### src/rtl/uart_pkg.sv
// ============================================================================
// Module      : uart_pkg
// Description : Shared UART types and constants (TX state encoding,
//               oversampling ratio, default baud divider).
// Revision    : 1.0 - initial release
// ============================================================================
`default_nettype none

package uart_pkg;

    typedef enum logic [2:0] {
        IDLE   = 3'd0,
        START  = 3'd1,
        DATA   = 3'd2,
        PARITY = 3'd3,
        STOP   = 3'd4
    } tx_state_t;

    localparam int OVERSAMPLE       = 16;
    localparam int BAUD_DIV_DEFAULT = 78;

endpackage

`default_nettype wire

### src/rtl/uart_fifo.sv
// ============================================================================
// Module      : uart_fifo
// Description : Synchronous FIFO with registered full/empty flags and a
//               show-ahead read port (head visible on o_dout).
// Revision    : 1.0 - initial release
// ============================================================================
`default_nettype none

module uart_fifo #(
    parameter int DATA_WIDTH = 8,
    parameter int DEPTH      = 16,
    parameter int ADDR_WIDTH = 4
) (
    input  logic                  clk,
    input  logic                  rst,
    input  logic                  i_wr_en,
    input  logic [DATA_WIDTH-1:0] i_din,
    input  logic                  i_rd_en,
    output logic [DATA_WIDTH-1:0] o_dout,
    output logic                  o_full,
    output logic                  o_empty
);

    localparam logic [ADDR_WIDTH:0] c_depth = (ADDR_WIDTH + 1)'(DEPTH);

    logic [DATA_WIDTH-1:0] r_mem [DEPTH];
    logic [ADDR_WIDTH-1:0] r_wr_ptr;
    logic [ADDR_WIDTH-1:0] r_rd_ptr;
    logic [ADDR_WIDTH:0]   r_count;
    logic [ADDR_WIDTH:0]   w_count_next;
    logic                  r_full;
    logic                  r_empty;
    logic                  w_do_wr;
    logic                  w_do_rd;

    assign w_do_wr = i_wr_en & ~r_full;
    assign w_do_rd = i_rd_en & ~r_empty;

    always_comb begin
        w_count_next = r_count;
        case ({w_do_wr, w_do_rd})
            2'b10:   w_count_next = r_count + 1'b1;
            2'b01:   w_count_next = r_count - 1'b1;
            default: w_count_next = r_count;
        endcase
    end

    // Storage is not reset; the pointers alone define what is valid.
    always_ff @(posedge clk) begin
        if (w_do_wr) begin
            r_mem[r_wr_ptr] <= i_din;
        end
    end

    always_ff @(posedge clk or posedge rst) begin
        if (rst) begin
            r_wr_ptr <= '0;
            r_rd_ptr <= '0;
            r_count  <= '0;
            r_full   <= 1'b0;
            r_empty  <= 1'b1;
        end else begin
            if (w_do_wr) r_wr_ptr <= r_wr_ptr + 1'b1;
            if (w_do_rd) r_rd_ptr <= r_rd_ptr + 1'b1;
            r_count <= w_count_next;
            r_full  <= (w_count_next == c_depth);
            r_empty <= (w_count_next == '0);
        end
    end

    assign o_dout  = r_mem[r_rd_ptr];
    assign o_full  = r_full;
    assign o_empty = r_empty;

endmodule

`default_nettype wire

### src/rtl/uart_tx_module.sv
// ============================================================================
// Module      : uart_tx_module
// Description : UART transmitter (8N1, LSB first) fed by a write-side FIFO;
//               frames go out back-to-back while the FIFO holds data.
//               Define UART_TX_PARITY_EN to append an even-parity bit.
// Revision    : 1.0 - initial release
// ============================================================================
`default_nettype none

module uart_tx_module
    import uart_pkg::*;
#(
    parameter int DATA_WIDTH      = 8,
    parameter int FIFO_DEPTH      = 16,
    parameter int FIFO_ADDR_WIDTH = 4,
    parameter int BAUD_DIV        = BAUD_DIV_DEFAULT
) (
    input  logic                  clk,
    input  logic                  rst,
    input  logic                  wr_en,
    input  logic [DATA_WIDTH-1:0] din_i,
    output logic                  tx_o,
    output logic                  tx_busy_o,
    output logic                  fifo_full,
    output logic                  fifo_empty
);

    localparam int c_baud_w = (BAUD_DIV > 1) ? $clog2(BAUD_DIV) : 1;
    localparam int c_tick_w = (OVERSAMPLE > 1) ? $clog2(OVERSAMPLE) : 1;
    localparam int c_bit_w  = (DATA_WIDTH > 1) ? $clog2(DATA_WIDTH) : 1;

    localparam logic [c_baud_w-1:0] c_baud_max = c_baud_w'(BAUD_DIV - 1);
    localparam logic [c_tick_w-1:0] c_tick_max = c_tick_w'(OVERSAMPLE - 1);
    localparam logic [c_bit_w-1:0]  c_bit_last = c_bit_w'(DATA_WIDTH - 1);

    tx_state_t             r_state;
    tx_state_t             w_state_next;
    logic [c_baud_w-1:0]   r_baud_cnt;
    logic [c_tick_w-1:0]   r_tick_cnt;
    logic [c_bit_w-1:0]    r_bit_cnt;
    logic [DATA_WIDTH-1:0] r_shift;
    logic [DATA_WIDTH-1:0] w_fifo_dout;
    logic                  w_pop;
    logic                  w_bit_done;
    logic                  w_tx_next;
    logic                  r_tx;
`ifdef UART_TX_PARITY_EN
    logic                  r_parity;
`endif

    uart_fifo #(
        .DATA_WIDTH (DATA_WIDTH),
        .DEPTH      (FIFO_DEPTH),
        .ADDR_WIDTH (FIFO_ADDR_WIDTH)
    ) u_fifo (
        .clk     (clk),
        .rst     (rst),
        .i_wr_en (wr_en),
        .i_din   (din_i),
        .i_rd_en (w_pop),
        .o_dout  (w_fifo_dout),
        .o_full  (fifo_full),
        .o_empty (fifo_empty)
    );

    assign w_bit_done = (r_baud_cnt == c_baud_max) && (r_tick_cnt == c_tick_max);

    always_ff @(posedge clk or posedge rst) begin
        if (rst) begin
            r_state <= IDLE;
        end else begin
            r_state <= w_state_next;
        end
    end

    always_comb begin
        w_state_next = r_state;
        case (r_state)
            IDLE:    if (!fifo_empty) w_state_next = START;
            START:   if (w_bit_done)  w_state_next = DATA;
            DATA: begin
                if (w_bit_done && (r_bit_cnt == c_bit_last)) begin
`ifdef UART_TX_PARITY_EN
                    w_state_next = PARITY;
`else
                    w_state_next = STOP;
`endif
                end
            end
`ifdef UART_TX_PARITY_EN
            PARITY:  if (w_bit_done) w_state_next = STOP;
`endif
            STOP:    if (w_bit_done) w_state_next = fifo_empty ? IDLE : START;
            default: w_state_next = IDLE;
        endcase
    end

    always_comb begin
        w_tx_next = 1'b1;
        w_pop     = 1'b0;
        case (r_state)
            IDLE:  w_pop = !fifo_empty;
            START: w_tx_next = 1'b0;
            DATA:  w_tx_next = r_shift[0];
`ifdef UART_TX_PARITY_EN
            PARITY: w_tx_next = r_parity;
`endif
            STOP:  w_pop = w_bit_done && !fifo_empty;
            default: w_tx_next = 1'b1;
        endcase
    end

    // A pop restarts bit timing so the next START is a full bit long.
    always_ff @(posedge clk or posedge rst) begin
        if (rst) begin
            r_baud_cnt <= '0;
            r_tick_cnt <= '0;
            r_bit_cnt  <= '0;
            r_shift    <= '0;
`ifdef UART_TX_PARITY_EN
            r_parity   <= 1'b0;
`endif
        end else if (w_pop) begin
            r_baud_cnt <= '0;
            r_tick_cnt <= '0;
            r_bit_cnt  <= '0;
            r_shift    <= w_fifo_dout;
`ifdef UART_TX_PARITY_EN
            r_parity   <= ^w_fifo_dout;
`endif
        end else if (r_state == IDLE) begin
            r_baud_cnt <= '0;
            r_tick_cnt <= '0;
        end else begin
            if (r_baud_cnt == c_baud_max) begin
                r_baud_cnt <= '0;
                r_tick_cnt <= (r_tick_cnt == c_tick_max) ? '0 : r_tick_cnt + 1'b1;
            end else begin
                r_baud_cnt <= r_baud_cnt + 1'b1;
            end
            if (w_bit_done && (r_state == DATA)) begin
                r_shift   <= r_shift >> 1;
                r_bit_cnt <= (r_bit_cnt == c_bit_last) ? '0 : r_bit_cnt + 1'b1;
            end
        end
    end

    always_ff @(posedge clk or posedge rst) begin
        if (rst) begin
            r_tx <= 1'b1;
        end else begin
            r_tx <= w_tx_next;
        end
    end

    assign tx_o      = r_tx;
    assign tx_busy_o = (r_state != IDLE);

endmodule

`default_nettype wire

### config.mk
export PLATFORM = sky130hd
export DESIGN_NAME = uart_tx_module
export DESIGN_NICKNAME = d
export VERILOG_FILES = /design/src/rtl/uart_pkg.sv /design/src/rtl/uart_fifo.sv /design/src/rtl/uart_tx_module.sv
export SDC_FILE = /design/constraint.sdc
export NUM_CORES = 1
export LEC_CHECK = 0
export CAP_MARGIN = 30
export CORE_MARGIN = 5
export CORE_UTILIZATION = 50
export CTS_CLUSTER_SIZE = 8
export DETAILED_ROUTE_END_ITERATION = 6
export PLACE_DENSITY = 0.62
export SYNTH_ARGS = -nofsm -noshare
export SYNTH_HDL_FRONTEND = slang
export SYNTH_SLANG_ARGS = --single-unit
### constraint.sdc
create_clock -name clk -period 7.85 [get_ports clk]
set_input_delay 2.355 -clock clk [delete_from_list [all_inputs] [get_ports clk]]
set_output_delay 2.355 -clock clk [all_outputs]
set_load 0.005 [all_outputs]
* After elaboration in Yosys (flattened, before gate mapping) *
Memory sizes are Yosys's and may differ from the RTL's.
Index checks and enable logic that the tools add are counted.

word-level totals
  output and inout bits = 4
  memories = 1
  bits in registers = 41
  input port bits = 11
  memory bits (writable) = 128

cells by class
  add/sub/neg operators = 7
  bitwise logic cells = 4
  reduce and logical (&&, ||, !) cells = 12
  equal/unequal tests = 14
  mux-type cells = 25

memory list
  name          words  bits a word  rd ports  clocked after Yosys merged registers in  wr ports  line             RTL
  u_fifo.r_mem  16     8            1         0                                        1         uart_fifo.sv:26  logic [DATA_WIDTH-1:0] r_mem [DEPTH];

operator list
  kind                                               number
  two-way mux 3 bit                                  8
  two-way mux 8 bit                                  3
  two-way mux 7 bit                                  3
  two-way mux 4 bit                                  4
  adder 4 x 1 -> 4 bit (second input constant)       3
  one-hot mux 3 bit (4 select lines)                 1
  one-hot mux 5 bit (2 select lines)                 1
  != test 2 bit (second input constant)              4
  adder 7 x 1 -> 7 bit (second input constant)       1
  == test 7 bit (second input constant)              1
  == test 3 bit (second input constant)              2
  nonzero test 3 bit                                 2
  adder 5 x 1 -> 5 bit (second input constant)       1
  == test 5 bit (second input constant)              1
  logical NOT 5 bit                                  1
  subtractor 5 x 1 -> 5 bit (second input constant)  1
  == test 4 bit (second input constant)              1
  logical AND 1 bit                                  4
  one-hot mux 1 bit (2 select lines)                 2
  AND reduction 4 bit                                1
  adder 3 x 1 -> 3 bit (second input constant)       1
  == test 3 x 1 -> 1 bit (second input constant)     1
  == test 3 x 2 -> 1 bit (second input constant)     1
  logical NOT 3 bit                                  1
  other kinds (9)                                    13

* Longest topological paths before layout *
Gate-level depths: netlist of the first run.

  depth after elaboration = 8
  depth in mapped cells = 15

* Modules after synthesis *
A second synthesis of the first run with hierarchy kept.

second synthesis, totals
  cell total of the unflattened synthesis = 430
  area, all modules = 7334.5 um^2

by module, submodules not included
  module          seq. area each (um^2)  cells each  instances  area each (um^2)
  uart_fifo       4220.3                 284         1          5873.1
  uart_tx_module  651.9                  146         1          1461.4

* Worst setup path after synthesis of the first run *
OpenSTA, ideal clock, no wires.

  path type = input port to flip-flop
  start = input port wr_en
  end = register u_fifo.r_full, in the netlist u_fifo.o_full
  setup slack = 3222 ps
  stages on the path = 12
  setup time = 88 ps
  required time = 7762 ps
  buffers on the path = 2
  arrival time = 4540 ps
  cell sequence = nor2b_1 clkbuf_1 inv_1 ha_1 clkbuf_1 xor2_1 ha_1 mux2_2 a222oi_1 nor2_1 xor2_1 nor3b_1

on the way
  cells in the longest elaborated chain, start to end = 4
  elaborated cells between the ends (all ways) = 5
  classes of those cells = 3 x eq/ne; 1 x mux; 1 x bitwise

RTL lines
  item                                                     line                  RTL
  start: declaration                                       uart_tx_module.sv:20  input logic wr_en,
  AND 1 bit *                                              uart_fifo.sv:36       assign w_do_wr = i_wr_en & ~r_full;
  == test 2 x 1 -> 1 bit or == test 2 bit (tied branches)  uart_fifo.sv:41       case ({w_do_wr, w_do_rd})
  one-hot mux 5 bit (2 select lines) *                     uart_fifo.sv:41
  via u_fifo.w_count_next[4]                               uart_fifo.sv:30       logic [ADDR_WIDTH:0] w_count_next;
  == test 5 bit *                                          uart_fifo.sv:66       r_full <= (w_count_next == c_depth);
  end signal: assignment                                   uart_fifo.sv:66
  end: declaration                                         uart_fifo.sv:31       logic r_full;

The timed path passes the listed nets; every way through them passes the cells marked *.
A chain may end at the register's enable or synchronous reset.

* Final worst setup path of the first run *
  start = input port wr_en
  end = register u_fifo.r_empty, in the netlist u_fifo.o_empty

on the way
  cells in the longest elaborated chain, start to end = 4
  elaborated cells between the ends (all ways) = 5
  classes of those cells = 2 x eq/ne; 1 x mux; 1 x bitwise; 1 x reduce/logical

RTL lines
  item                                                     line             RTL
  AND 1 bit *                                              uart_fifo.sv:36
  == test 2 x 1 -> 1 bit or == test 2 bit (tied branches)  uart_fifo.sv:41
  one-hot mux 5 bit (2 select lines) *                     uart_fifo.sv:41
  via u_fifo.w_count_next[4]                               uart_fifo.sv:30
  logical NOT 5 bit *                                      uart_fifo.sv:67  r_empty <= (w_count_next == '0);
  end signal: assignment                                   uart_fifo.sv:67
  end: declaration                                         uart_fifo.sv:32  logic r_empty;

Marked as above.

==> impl_metrics.py, run 1 <==
metrics = {
    "status": {
        "status": "finished, final reports clean",
    },
    "finish": {
        "stdcell_area_um2": 7970,
        "final_common_cell": "edfxtp_1",
        "layout_common_cells": "128 x edfxtp_1, 37 x dfrtp_1, 26 x mux4_2, 25 x nor2_1",
        "finalNonFillerCells": 621,
        "antenna_cells": 0,
        "area_growth_pct": 12.3,
        "drive_gt1_frac": 0.186,
        "fillers": 1061,
        "final_nets": 452,
    },
    "global_route": {
        "grt.busiest_layer": "met2",
        "grt_util_met2": 0.281,
        "track_usage": 0.177,
        "first_global_vias": 3841,
        "grt_use_met3": 0.0548,
        "met1_usage": 0.239,
        "grt_pass1_wl_um": 21600,
        "grt_start_max_net_pins": 42,
        "grt_overflow": 0,
        "antenna_found_initial": 0,
    },
    "logic_synthesis": {
        "async_flop_share": 0.243,
        "yosys.area_share.simple": 0.0757,
        "synthMuxAreaShare": 0.117,
        "syn_area_per_cell_um2": 17.2,
        "syn-num-nets": 437,
        "synth_xor_area_frac": 0.0210,
        "ys_warn_count": 0,
        "synth_compound_gate_area_share": 0.0560,
        "synth_top_family_by_area": "multiplexers",
        "synth_seq_cells": 169,
        "netlist_area_um2": 7100,
        "synth_cell_types": 53,
        "synth_edf_count": 128,
        "ys_seq_area_frac": 0.686,
        "synthAdderAreaFrac": 0.0229,
        "syn_inst": 413,
        "ys.flop_type": "edfxtp_1",
    },
    "power": {
        "p_leak_nw": 2.80,
        "swShare": 0.303,
        "clkPwrFrac": 0.306,
        "internal-power_mw": 1.93,
        "comb_power_share": 0.246,
        "netSwitchingPower_uw": 839,
        "vdd_drop_max_v": 0.000167,
        "pwr-share-seq": 0.448,
        "p_per_area_nw_per_um2": 348,
    },
    "timing": {
        "holdWs_ns": 0.491,
        "finalSetupViolations": 0,
        "fin_crit_sh": 0.627,
        "tns_ns": 0,
        "worst_pin_slew_ns": 0.873,
        "slew_viol_final": 0,
        "fin_crit_ns": 4.93,
        "worst_slew_margin_rel": 0.418,
        "hold_viol_final": 0,
        "fmax_mhz": 203,
        "skew_ns": 0.00960,
        "rsz0062_at_grt": "false",
    },
    "worst_setup_path": {
        "crit_fanout": 9,
        "arrival_ns": 5.26,
        "critical_path.startpoint_type": "primary input",
        "required_ns": 8.18,
        "crit_path_end_kind": "flip-flop",
        "critical_path_class": "in2reg",
    },
    "placement": {
        "post_dp_cell_area_um2": 7370,
        "port_buffers": 14,
        "dpl.cell_count": 589,
        "gp_congestion": 0.724,
        "dp_hpwl_um": 8480,
    },
    "clocking": {
        "cts_hold_buf": 0,
        "cts_setup_buffers": 0,
        "clk_latency_ns": 0.43,
        "cts_max_path_buffers": 2,
        "cts_tree": "built",
        "cts_root_buf": "clkbuf_16",
        "post_cts_resized": 0,
        "cts_sinks": 169,
        "numCtsBuffers": 17,
        "h-tree-depth": 4,
        "clk_pin_slew_ns": 0.07,
    },
    "drt": {
        "dr.pass1.iters": 5,
        "first_iter_violations": 216,
        "vias": 3581,
        "antenna_left": 0,
        "drc": 0,
        "viasPerCell": 5.77,
        "post_drt_wl_per_cell_um": 21.5,
        "drt-total-wl_um": 13300,
    },
    "floorplanning": {
        "core_um2": 13900,
        "fp-row-count": 43,
        "initial_core_util": 0.512,
        "die_w_um": 129,
        "io_pins": 15,
        "chipHeight_um": 129,
        "dieArea_um2": 16700,
    },
    "hold_path": {
        "hold_path.class": "reg2reg",
    },
    "flow_run": {
        "maxCapViolCount": 0,
    },
}
-- metrics by stage --
stage | worst slack [ns] | util | power [mW]
finish | 2.92 | 0.574 | 2.77
global route | 2.53 | 0.574 | 2.92
CTS | 2.92 | 0.574 | 2.80
detailed placement | 2.48 | 0.531 | 1.95
global placement | 2.62 | 0.531 | 1.93
floorplan | 3.22 | - | 1.74
-- worst max-delay path, cell delays in order --
cell and delay (ns):
clkdlybuf4s50_1 0.45, nor2b_1 0.41, inv_1 0.18, ha_1 0.34, xor2_1 0.20, ha_1 0.24
mux2_2 0.27, a222oi_1 0.29, nor2_1 0.10, xor2_1 0.17, nor3_1 0.25
-- power groups by stage --
stage	Clock (mW)	Sequential, mW	Combinational [mW]
after floorplan	0	1.18	0.566
after global placement	0	1.25	0.677
after detailed placement	0	1.26	0.691
after CTS	0.865	1.24	0.694
after global routing	0.901	1.26	0.754
final	0.849	1.24	0.682
-- Yosys cell counts, drive strengths merged (2+ instances only) --
cell type | count | area [µm²]
edfxtp | 128 | 3840
o221a | 7 | 78.8
a211oi | 3 | 22.5
nor3b | 5 | 37.5
buf | 7 | 46.3
a21oi | 10 | 61.3
nand3 | 11 | 55.1
and3 | 2 | 12.5
clkbuf | 13 | 68.8
dfstp | 2 | 52.6
ha | 13 | 163
xnor2 | 11 | 96.3
and2 | 17 | 106
or3 | 2 | 17.5
a211o | 2 | 18.8
nand2 | 11 | 41.3
xor2 | 6 | 52.6
mux4 | 32 | 743
nor2b | 7 | 43.8
dfrtp | 39 | 976
mux2i | 4 | 40.0
o21ai | 4 | 20.0
mux2 | 4 | 45.0
nor2 | 25 | 93.8
nand2b | 3 | 18.8
nand4 | 2 | 12.5
nor3 | 4 | 20.0
inv | 8 | 30.0
a22oi | 14 | 105
-- path summary, 6_finish.rpt --
check	start	to	slack (ns)	depth (start not counted)
max	wr_en	u_fifo.o_empty$_DFF_PP1_	2.92	11
min	r_tick_cnt[3]$_DFFE_PP0P_	r_tick_cnt[3]$_DFFE_PP0P_	0.49	1
max reg2reg	r_baud_cnt[1]$_DFF_PP0_	u_fifo.o_empty$_DFF_PP1_	4.25	13
min reg2reg	r_tick_cnt[3]$_DFFE_PP0P_	r_tick_cnt[3]$_DFFE_PP0P_	0.49	1
max in group asynchronous	rst	u_fifo.r_rd_ptr[2]$_DFFE_PP0N_	5.09	3
min in group asynchronous	rst	u_fifo.o_full$_DFF_PP0_	2.36	3
-- layout make-up --
cell class                      instances  area (µm²)  area share
Tap cell                              180         225      0.0282
Timing Repair Buffer                   17         163      0.0204
Inverter                                8        30.0     0.00377
Clock buffer                           17         425      0.0534
Sequential cell                       169        4870       0.611
Multi-Input combinational cell        215        2080       0.260
Clock inverter                         15         180      0.0226
-- metal layers --
| metal | part of all wire | vias to the layer above |
|---|---|---|
| met5 | 0 | - |
| met4 | 0.012 | 0 |
| met3 | 0.054 | 14 |
| met2 | 0.48 | 67 |
| met1 | 0.45 | 1856 |
| li1 | - | 1644 |
-- sequential cells by signal (all words and copies together) (netlist names) --
name / cells
u_fifo.r_mem: 128
u_fifo.o_full: 1
u_fifo.o_empty: 1
u_fifo.r_wr_ptr: 4
tx_o: 1
u_fifo.r_rd_ptr: 4
u_fifo.r_count: 5
r_baud_cnt: 7
r_state: 3
r_bit_cnt: 3
r_shift: 8
r_tick_cnt: 4
-- cells by family after synthesis --
family,Yosys count
buffers and inverters,29
AND/OR/NAND/NOR,96
flip-flops,169
adder cells (fa/ha/maj),13
multiplexers,40
XOR/XNOR,17
AO/OA/AOI/OAI,49
No activity file was read; power rests on OpenSTA's default activity.
==> inputs of run 2 (changes only) <==
Settings changed: PLACE_DENSITY 0.62 to 0.65.
Clock period 7.85 ns to 4.1 ns, I/O delays scaled along.
==> impl_metrics.py, run 2 (same netlist as run 1, synthesis figures left out) <==
metrics = {
    "status": {
        "status": "finished, final reports clean",
    },
    "placement": {
        "port_buffers": 14,
        "dp_hpwl_um": 8190,
        "dpl.cell_count": 594,
        "place_ws_ns": 0.381,
        "gp_congestion": 0.723,
    },
    "worst_setup_path": {
        "required_ns": 4.43,
        "cp_top_family": "simple AND/OR/NAND/NOR gates",
        "critical_path_class": "reg2reg",
        "critPathBufInv": 1,
        "cp_slowest_stage_delay_ns": 0.44,
        "crit_path_end_kind": "flip-flop",
        "critPathSlowestCell": "a2111oi_4",
        "critical_path.startpoint_type": "flip-flop",
        "crit_fanout": 5,
        "arrival_ns": 3.67,
        "crit_chain": "inv_1, ha_1, nand4bb_4, or3_4, a2111oi_4, ha_1, xor2_1, ha_1, mux2_2, a222oi_1, nor2_1, xor2_1, nor3b_1",
        "crit_top_cell": "ha_1",
    },
    "clocking": {
        "numCtsBuffers": 17,
        "cts_sinks": 169,
        "clk_latency_ns": 0.42,
        "cts_hold_buf": 0,
        "cts_tree": "built",
        "post_cts_resized": 0,
        "cts_max_path_buffers": 2,
        "clk_pin_slew_ns": 0.06,
        "cts_setup_buffers": 0,
        "cts_root_buf": "clkbuf_16",
        "h-tree-depth": 4,
    },
    "global_route": {
        "grt_use_met3": 0.0437,
        "grt.busiest_layer": "met2",
        "first_global_vias": 3785,
        "track_usage": 0.163,
        "grt_start_max_net_pins": 25,
        "antenna_found_initial": 0,
        "grt_util_met2": 0.269,
        "grt_overflow": 0,
        "met1_usage": 0.217,
        "grt_pass1_wl_um": 20400,
    },
    "power": {
        "netSwitchingPower_mw": 1.50,
        "vdd_drop_max_v": 0.000324,
        "pwr-share-seq": 0.427,
        "internal-power_mw": 3.97,
        "comb_power_share": 0.249,
        "clkPwrFrac": 0.323,
        "p_per_area_nw_per_um2": 675,
        "swShare": 0.274,
        "p_leak_nw": 2.86,
        "p_total_mw": 5.47,
    },
    "finish": {
        "fillers": 1023,
        "layout_common_cells": "128 x edfxtp_1, 38 x dfrtp_1, 26 x mux4_2, 25 x nor2_1",
        "final_common_cell": "edfxtp_1",
        "largest_reg_flops": 128,
        "largest_register": "u_fifo.r_mem",
        "area_growth_pct": 14.1,
        "drive_gt1_frac": 0.188,
        "final_nets": 458,
        "antenna_cells": 0,
        "finalNonFillerCells": 627,
        "top_regs": "u_fifo.r_mem: 128 flops, r_shift: 8 flops, r_baud_cnt: 7 flops",
    },
    "floorplanning": {
        "io_pins": 15,
        "core_um2": 13900,
        "fp-row-count": 43,
        "chipHeight_um": 129,
        "initial_core_util": 0.512,
        "dieArea_um2": 16700,
        "die_w_um": 129,
    },
    "timing": {
        "skew_ns": 0.00500,
        "slew_viol_final": 0,
        "worst_slew_margin_rel": 0.400,
        "tns_ns": 0,
        "fin_crit_ns": 3.34,
        "hold_viol_final": 0,
        "fmax_mhz": 300,
        "worst_pin_slew_ns": 0.894,
        "rsz0062_at_grt": "false",
        "fin_crit_sh": 0.814,
        "finalSetupViolations": 0,
        "fin_ws_ns": 0.761,
    },
    "drt": {
        "antenna_left": 0,
        "dr.pass1.iters": 4,
        "vias": 3510,
        "drt-total-wl_um": 12400,
        "viasPerCell": 5.60,
        "first_iter_violations": 220,
        "post_drt_wl_per_cell_um": 19.8,
        "drc": 0,
    },
    "flow_run": {
        "maxCapViolCount": 0,
    },
    "hold_path": {
        "hold_path.class": "reg2reg",
    },
}
run 2: cell types whose count changed in the layout (fill, tap and decap cells not counted), moves of 3 or more:
| cell | before | now |
|---|---|---|
| buf_4 | 3 | 7 |
| clkbuf_1 | 0 | 3 |
| inv_6 | 4 | 1 |
| inv_8 | 5 | 0 |
| bufinv_16 | 2 | 6 |
run 2: stage by stage:
step           hold slack (ns)  utilization  cell area, µm²
3_3_place_gp             0.468        0.533            7400
5_1_grt                  0.510        0.584            8100
6_report                 0.485        0.584            8100
2_1_floorplan            0.446            -            7100
3_5_place_dp             0.470        0.534            7420
4_1_cts                  0.486        0.582            8080
run 2: layer usage:
metal	wire (µm)	vias to the layer above
met5	0	-
met4	121	0
met3	425	10
met2	6350	46
met1	5540	1797
li1	-	1657
run 2: final cells by class:
cell class              instances  area (µm²)  share of cell area
well taps                     180         225              0.0278
repair buffers                 23         240              0.0296
multi-input cells             215        2080               0.256
flip-flops and latches        169        4870               0.601
clock buffers                  20         437              0.0539
clock inverters                12         221              0.0273
inverters                       8        30.0             0.00371
run 2: path summary, 6_finish.rpt:
check                      cells past startpoint  slack [ns]                             end                   startpoint
max                                           13        0.76         u_fifo.o_full$_DFF_PP0_      r_baud_cnt[1]$_DFF_PP0_
min                                            1        0.48     u_fifo.r_count[4]$_DFF_PP0_  u_fifo.r_count[4]$_DFF_PP0_
max reg2reg                                   13        0.76         u_fifo.o_full$_DFF_PP0_      r_baud_cnt[1]$_DFF_PP0_
min reg2reg                                    1        0.48     u_fifo.r_count[4]$_DFF_PP0_  u_fifo.r_count[4]$_DFF_PP0_
min in group asynchronous                      2        1.20         u_fifo.o_full$_DFF_PP0_                          rst
max in group asynchronous                      3        2.19  u_fifo.r_rd_ptr[0]$_DFFE_PP0N_                          rst
run 2: power groups by stage:
stage / registers [mW] / logic [mW] / clock network, mW
6_report: 2.34 / 1.37 / 1.77
5_1_grt: 2.38 / 1.50 / 1.89
3_3_place_gp: 2.46 / 1.20 / 0
2_1_floorplan: 2.26 / 1.08 / 0
3_5_place_dp: 2.41 / 1.31 / 0
4_1_cts: 2.38 / 1.32 / 1.80
==> inputs of run 3 (changes only) <==
Settings changed: PLACE_DENSITY 0.65 to 0.62.
Clock period 4.1 ns to 3.1 ns, I/O delays scaled along.
==> impl_metrics.py, run 3 (same netlist as run 1, synthesis figures left out) <==
metrics = {
    "status": {
        "status": "complete, but fails checks",
        "violations": "negative setup slack",
    },
    "finish": {
        "fillers": 1063,
        "largest_register": "u_fifo.r_mem",
        "top_regs": "u_fifo.r_mem: 128 flops, r_shift: 8 flops, r_baud_cnt: 7 flops",
        "area_growth_pct": 15.3,
        "antenna_cells": 0,
        "largest_reg_flops": 128,
        "finalNonFillerCells": 647,
        "drive_gt1_frac": 0.236,
        "layout_common_cells": "128 x edfxtp_1, 38 x dfrtp_1, 28 x buf_4, 26 x mux4_2, 25 x nor2_1",
        "final_nets": 478,
        "final_common_cell": "edfxtp_1",
    },
    "placement": {
        "port_buffers": 14,
        "gp_congestion": 0.772,
        "dpl.cell_count": 614,
        "dp_hpwl_um": 8670,
        "place_ws_ns": -0.197,
    },
    "floorplanning": {
        "chipHeight_um": 129,
        "die_w_um": 129,
        "dieArea_um2": 16700,
        "initial_core_util": 0.512,
        "fp-row-count": 43,
        "io_pins": 15,
        "core_um2": 13900,
    },
    "timing": {
        "rsz0062_at_grt": "true",
        "worst_slew_margin_rel": 0.594,
        "fin_crit_ns": 3.11,
        "hold_viol_final": 0,
        "worst_pin_slew_ns": 0.606,
        "slew_viol_final": 0,
        "finalSetupViolations": 1,
        "fin_crit_sh": 1.00,
        "fmax_mhz": 321,
        "fin_ws_ns": -0.0124,
        "skew_ns": 0.00528,
    },
    "global_route": {
        "grt_pass1_wl_um": 21300,
        "grt_overflow": 0,
        "antenna_found_initial": 0,
        "track_usage": 0.174,
        "first_global_vias": 3828,
        "grt_start_max_net_pins": 36,
    },
    "clocking": {
        "h-tree-depth": 4,
        "cts_hold_buf": 0,
        "cts_max_path_buffers": 2,
        "numCtsBuffers": 17,
        "cts_tree": "built",
        "cts_sinks": 169,
        "clk_pin_slew_ns": 0.06,
        "cts_root_buf": "clkbuf_16",
        "clk_latency_ns": 0.42,
    },
    "worst_setup_path": {
        "cp_top_family": "simple AND/OR/NAND/NOR gates",
        "crit_chain": "inv_1, ha_2, nand4bb_4, or3_4, a2111oi_4, buf_4, ha_4, xor2_1, ha_2, mux2_4, a222oi_1, nor2_1, xor2_1, nor3b_2",
        "critical_path_class": "reg2reg",
        "critPathSlowestCell": "or3_4",
        "crit_fanout": 5,
        "critical_path.startpoint_type": "flip-flop",
        "cp_slowest_stage_delay_ns": 0.41,
        "required_ns": 3.45,
        "crit_path_end_kind": "flip-flop",
        "critPathBufInv": 2,
        "cp.depth": 14,
        "ff2ff_path_depth": 14,
        "arrival_ns": 3.46,
    },
    "drt": {
        "antenna_left": 0,
        "first_iter_violations": 294,
        "post_drt_wl_per_cell_um": 20.2,
        "drc": 0,
        "drt-total-wl_um": 13100,
        "dr.pass1.iters": 4,
        "viasPerCell": 5.60,
        "vias": 3622,
    },
    "hold_path": {
        "holdPathStages": 1,
        "hold_path.class": "reg2reg",
    },
    "power": {
        "p_per_area_nw_per_um2": 859,
        "p_leak_nw": 2.92,
        "p_total_mw": 7.04,
        "vdd_drop_max_v": 0.000415,
    },
    "flow_run": {
        "maxCapViolCount": 0,
    },
}
## run 3: metal layers
| metal | global-route usage | part of all wire |
|---|---|---|
| met1 | 0.241 | 0.45 |
| met2 | 0.268 | 0.48 |
| met3 | 0.0420 | 0.046 |
| met4 | 0.0704 | 0.021 |
| met5 | 0 | 0 |
## run 3: final timing paths
check,to,slack [ns],startpoint
max in group asynchronous,tx_o$_DFF_PP1_,1.64,rst
min in group asynchronous,r_baud_cnt[6]$_DFF_PP0_,0.80,rst
min reg2reg,u_fifo.r_count[4]$_DFF_PP0_,0.48,u_fifo.r_count[4]$_DFF_PP0_
max,u_fifo.o_full$_DFF_PP0_,-0.01,r_baud_cnt[1]$_DFF_PP0_
max reg2reg,u_fifo.o_full$_DFF_PP0_,-0.01,r_baud_cnt[1]$_DFF_PP0_
min,u_fifo.r_count[4]$_DFF_PP0_,0.48,u_fifo.r_count[4]$_DFF_PP0_
## run 3: per-stage QoR
| stage | hold WS [ns] | instance area (µm²) | TNS, ns | util |
|---|---|---|---|---|
| after detailed placement | 0.466 | 7590 | -0.332 | 0.547 |
| after floorplan | 0.441 | 7140 | -0.526 | - |
| after CTS | 0.482 | 8180 | -0.0520 | 0.589 |
| after global routing | 0.497 | 8190 | -0.583 | 0.590 |
| final | 0.476 | 8190 | -0.0124 | 0.590 |
| after global placement | 0.469 | 7590 | -0.252 | 0.547 |
## run 3: timing repair
item	in CTS	in global routing
resized for setup	0	2
cloned	0	0
pin swaps	1	1
buffers inserted	0	1
endpoints found under the setup margin	2	3
## run 3: final cells by class
type	instances	area (µm²)	share of cell area
clock buffers	18	429	0.0524
clock inverters	14	156	0.0191
inverters	8	30.0	0.00367
multi-input cells	215	2110	0.257
flip-flops and latches	169	4870	0.595
well taps	180	225	0.0275
repair buffers	43	370	0.0452
## run 3: power by group
part	leakage, nW	switching (mW)	internal (mW)
clock network	0.277	0.843	1.25
registers	1.66	0.244	2.81
logic	0.984	0.928	0.963
total	2.92	2.01	5.02
